<file path="src/rtl/fib_sat_counter.sv">
// Up-counter that sticks at all-ones; synchronous clear beats increment.
module fib_sat_counter #(
    parameter int unsigned CNT_W = 16
) (
    input  logic             clk,
    input  logic             rst,
    input  logic             clr,
    input  logic             inc,
    output logic [CNT_W-1:0] count
);

    always_ff @(posedge clk or posedge rst) begin
        if (rst) begin
            count <= '0;
        end else if (clr) begin
            count <= '0;
        end else if (inc && (count != '1)) begin
            count <= count + CNT_W'(1);
        end
    end

endmodule

</file>
<file path="config.mk">
export PLATFORM = sky130hd
export DESIGN_NAME = fib_sat_counter
export DESIGN_NICKNAME = d
export VERILOG_FILES = /design/src/rtl/fib_sat_counter.sv
export SDC_FILE = /design/constraint.sdc
export NUM_CORES = 1
export LEC_CHECK = 0
export ABC_AREA = 1
export CAP_MARGIN = 20
export CORE_MARGIN = 3
export CORE_UTILIZATION = 55
export DETAILED_ROUTE_END_ITERATION = 7
export PLACE_DENSITY = 0.82
export SETUP_SLACK_MARGIN = 0.2
export SLEW_MARGIN = 20
export SYNTH_ARGS = -nofsm -noshare
export SYNTH_HDL_FRONTEND = slang
export SYNTH_SLANG_ARGS = --single-unit
</file>
<file path="constraint.sdc">
create_clock -name clk -period 3.7 [get_ports clk]
set_input_delay 0.37 -clock clk [delete_from_list [all_inputs] [get_ports clk]]
set_output_delay 0.37 -clock clk [all_outputs]
set_load 0.01 [all_outputs]
</file>
=== After elaboration in Yosys (flattened, before gate mapping) ===
Index checks and enable logic that the tools add are counted.

* Flip-flop bits (word level): 16

* Add/subtract/negate cells: 1
* Reductions and logical operators: 2
* Multiplexer cells: 2
* Equality and inequality tests: 1

{| class="wikitable"
|+ Operators with widths
! cell !! number
|-
| 16-bit 2-to-1 mux || 2
|-
| 16-bit by 1-bit adder with 16-bit output (second input constant) || 1
|-
| 16-bit inequality test (second input constant) || 1
|-
| 2-bit nonzero test || 1
|-
| 1-bit logical AND || 1
|}

=== Longest topological paths before layout ===
* Word-level depth: 4
* Mapped depth: 10

=== Worst setup path before layout ===
OpenSTA, ideal clock, no wires.

* Path kind: register to register
* From: register count[1]
* To: register count[12]
* Setup time: 0.066 ns
* Arrival time: 1.490 ns
* Buffers on the path: 1
* Stages on the path, launching flop included: 11
* Slack: 2.145 ns
* Path through: dfrtp_1 -> ha_1 -> nand2_2 -> nor2_8 -> nand2_4 -> nor2_4 -> nor2_2 -> nor2_4 -> buf_6 -> nand2_1 -> nand2_1

* Cells in the longest elaborated chain, start to end: 3
* Elaborated cells on any way between the ends: 6
* Those cells by class: add/sub: 1; eq/ne: 1; mux: 2; reduce/logical: 2

{| class="wikitable"
|+ RTL lines
! element !! line !! source
|-
| start, declared || 9 || <nowiki>output logic [CNT_W-1:0] count</nowiki>
|-
| start signal, assigned || 18 || <nowiki>count <= count + CNT_W'(1);</nowiki>
|-
| 16-bit by 1-bit adder with 16-bit output or 16-bit inequality test (tied branches) || 18, 17 ||
|-
| 16-bit 2-to-1 mux or 1-bit logical AND (tied branches) || 17 || <nowiki>end else if (inc && (count != '1)) begin</nowiki>
|-
| 16-bit 2-to-1 mux or 2-bit nonzero test (tied branches) || -- ||
|}

Parallel ways exist; a longest one is shown, timed or not. The select of a mux whose other input is x is not followed.
A chain may end at the register's enable or synchronous reset.

=== Final worst setup path ===
* From: register count[0]
* To: register count[13]

The elaborated chain is that of the path after synthesis.

==> results.ini <==
[finish]
top_regs=count (16)
register_area_sq_um=400
diodes=0
final_common_cell=nand2_1
final_cell_mix=64 x nand2_1, 19 x clkdlybuf4s50_1, 16 x inv_1, 16 x nor2_1, 16 x dfrtp_1
drive_gt1_share_pct=7.26
largest_reg_flops=16
multiInputGateArea_sq_um=596
top_register=count
synthToLayoutAreaGrowth_pct=21.9
nets=185
final_cells=204
n_fill_cell=157

[yosys]
yosys.area.top_type_share_pct=37.0
synth-async-reset-ratio_pct=100
synthesis.area_sq_mm=0.00108
ys_warn_count=0
yosysUniqueCellTypes=24
synth.area.mux_share_pct=0
yosysSeqAreaShare_pct=37.0
synth_compound_area_share_pct=1.39
netlist_instances=159
synth_edf_count=0
yosys.area_share.adder_pct=1.15
synth_top_family_by_area=simple AND/OR/NAND/NOR gates
synth_xor_area_share_pct=3.23
syn_area_per_cell_sq_um=6.81
synth-seq-cells=16
synth_area_leaders=dfrtp_1 37%, nand2_1 22%, nand4_1 6.4%
synth-simple-area-share_pct=49.2
synth_top_cell_by_area=dfrtp_1
synthFlopType=dfrtp_1
synthesis.nets=164

[outcome]
outcome=complete, no violations

[cts]
cts_tree=yes
htreeDepth=1
clkLatencyLatePin_ns=0.29
cts-root-buf=clkbuf_4
cts_buffer_depth=2
cts.sinks=16
cts_hold_buf=0
cts_made_buffers=3
clkTransAtPathRegs_ns=0.09
postCtsSetupRepairBufs=0
cts.repair.resized=0

[critical_path]
path_class=reg2reg
cp_max_fo=14
crit_path_end_kind=flip-flop
reg2regPathDepth=9
crit_arrival_ns=2.04
cp-start-kind=flip-flop
cp.required_ns=3.88

[sta]
setup_viol=0
period_share_pct=50.5
fin_crit_ns=1.87
slew_violations=0
finClkSkew_ns=0.00261
tns_ns=0
rsz0062_at_grt=false
max_freq_mhz=535
slew_headroom_pct=60.6
hold_viol=0
fin_ws_ns=1.83
tightestPinTransition_ns=0.590

[detailed_routing]
drt_iter0_drc=23
drc=0
vias=1057
vias_per_cell=5.18
wl_per_cell_um=11.8
firstDrtPassIters=4
drtAntennaViolNets=0
wl_um=2400

[grt]
grt_antenna_before_repair=0
grt_overflow_total=0
grt_usage_pct=21.8
grt_pass1_wl_um=4260
first_global_vias=1004
grt_max_degree=17

[pwr]
p_total_uw=317
netSwitchingFraction_pct=22.4
seq_power_share_pct=56.5
powerDensity_mw_per_mm2=240
combPwrFrac_pct=8.3
clockPowerShare_pct=35.3
p_switching_uw=70.9
p_int_uw=246
power_leakage_nw=0.666
vdd_ir_drop_max_v=0.000227

[floorplanning]
die_w_um=50.4
ios=20
start_util_pct=60.1
rows=15
die-area_sq_mm=0.00254
die_h_um=50.4
coreArea_sq_mm=0.00180

[placement]
globalplace.congestion=0.845
place_ws_ns=1.84
hpwl_um=1820
dp.cells=200
io_buffers=19

[worst_hold_path]
hold_class=in2async

[run]
cap_violations=0

-- per-layer routing --
metal	global-route usage, %	up-vias	part of all wire (%)
met5	0	-	0
met1	27.8	478	46
li1	-	544	-
met2	36.7	31	48
met3	5.93	4	5.0
met4	4.48	0	0.88
-- power by group through the flow --
stage	combinational [mW]	clock [mW]	sequential, mW
6_report	0.0262	0.112	0.179
5_1_grt	0.0290	0.122	0.180
4_1_cts	0.0265	0.114	0.179
3_5_place_dp	0.0265	0	0.182
3_3_place_gp	0.0260	0	0.182
2_1_floorplan	0.0158	0	0.183
-- metrics by stage --
stage	util [%]	hold slack [ns]	cell area (sq um)
after global placement	71.3	0.537	1280
final	73.3	0.438	1320
after CTS	73.3	0.456	1320
after global routing	73.3	0.493	1320
after detailed placement	71.3	0.541	1280
after floorplan	-	0.284	1080
-- logic make-up after synthesis --
group	count (synthesis)
AND/OR/NAND/NOR	114
XOR/XNOR	4
flip-flops	16
adder cells (fa/ha/maj)	1
buffers and inverters	21
AO/OA/AOI/OAI	3
-- path summary, 6_finish.rpt --
kind / from / to / slack (ns)
min: rst / count[3] / 0.44
max in group asynchronous: rst / count[14] / 2.88
max reg2reg: count[0] / count[13] / 1.83
min in group clk: count[0] / count[0] / 0.56
min reg2reg: count[0] / count[0] / 0.56
max: count[0] / count[13] / 1.83
-- final cells by class --
cell class,instances,area share [%]
clock buffer,4,2.75
timing repair buffer,19,14.4
tap,25,2.37
multi-input combinational,122,45.1
inverter,18,5.11
sequential,16,30.3
-- critical path: stages (launching register included) --
cell and delay [ns]:
dfrtp_1 0.42, ha_1 0.25, nand2_2 0.13, nor2_8 0.06, nand2_4 0.08, nor2_4 0.04
nor2_2 0.45, nor2_4 0.16, nand2_1 0.09, nand2_1 0.06
-- cells in the mapped netlist (2+ instances only) --
| library cell | n |
|---|---|
| nand3b_1 | 2 |
| dfrtp_1 | 16 |
| inv_1 | 16 |
| xnor2_1 | 2 |
| nor2_1 | 16 |
| xor2_1 | 2 |
| nand3_1 | 12 |
| nand4_1 | 11 |
| nor2_2 | 2 |
| nor2_4 | 3 |
| nand2_1 | 64 |
Note: power is estimated with default switching activity, not from simulation.
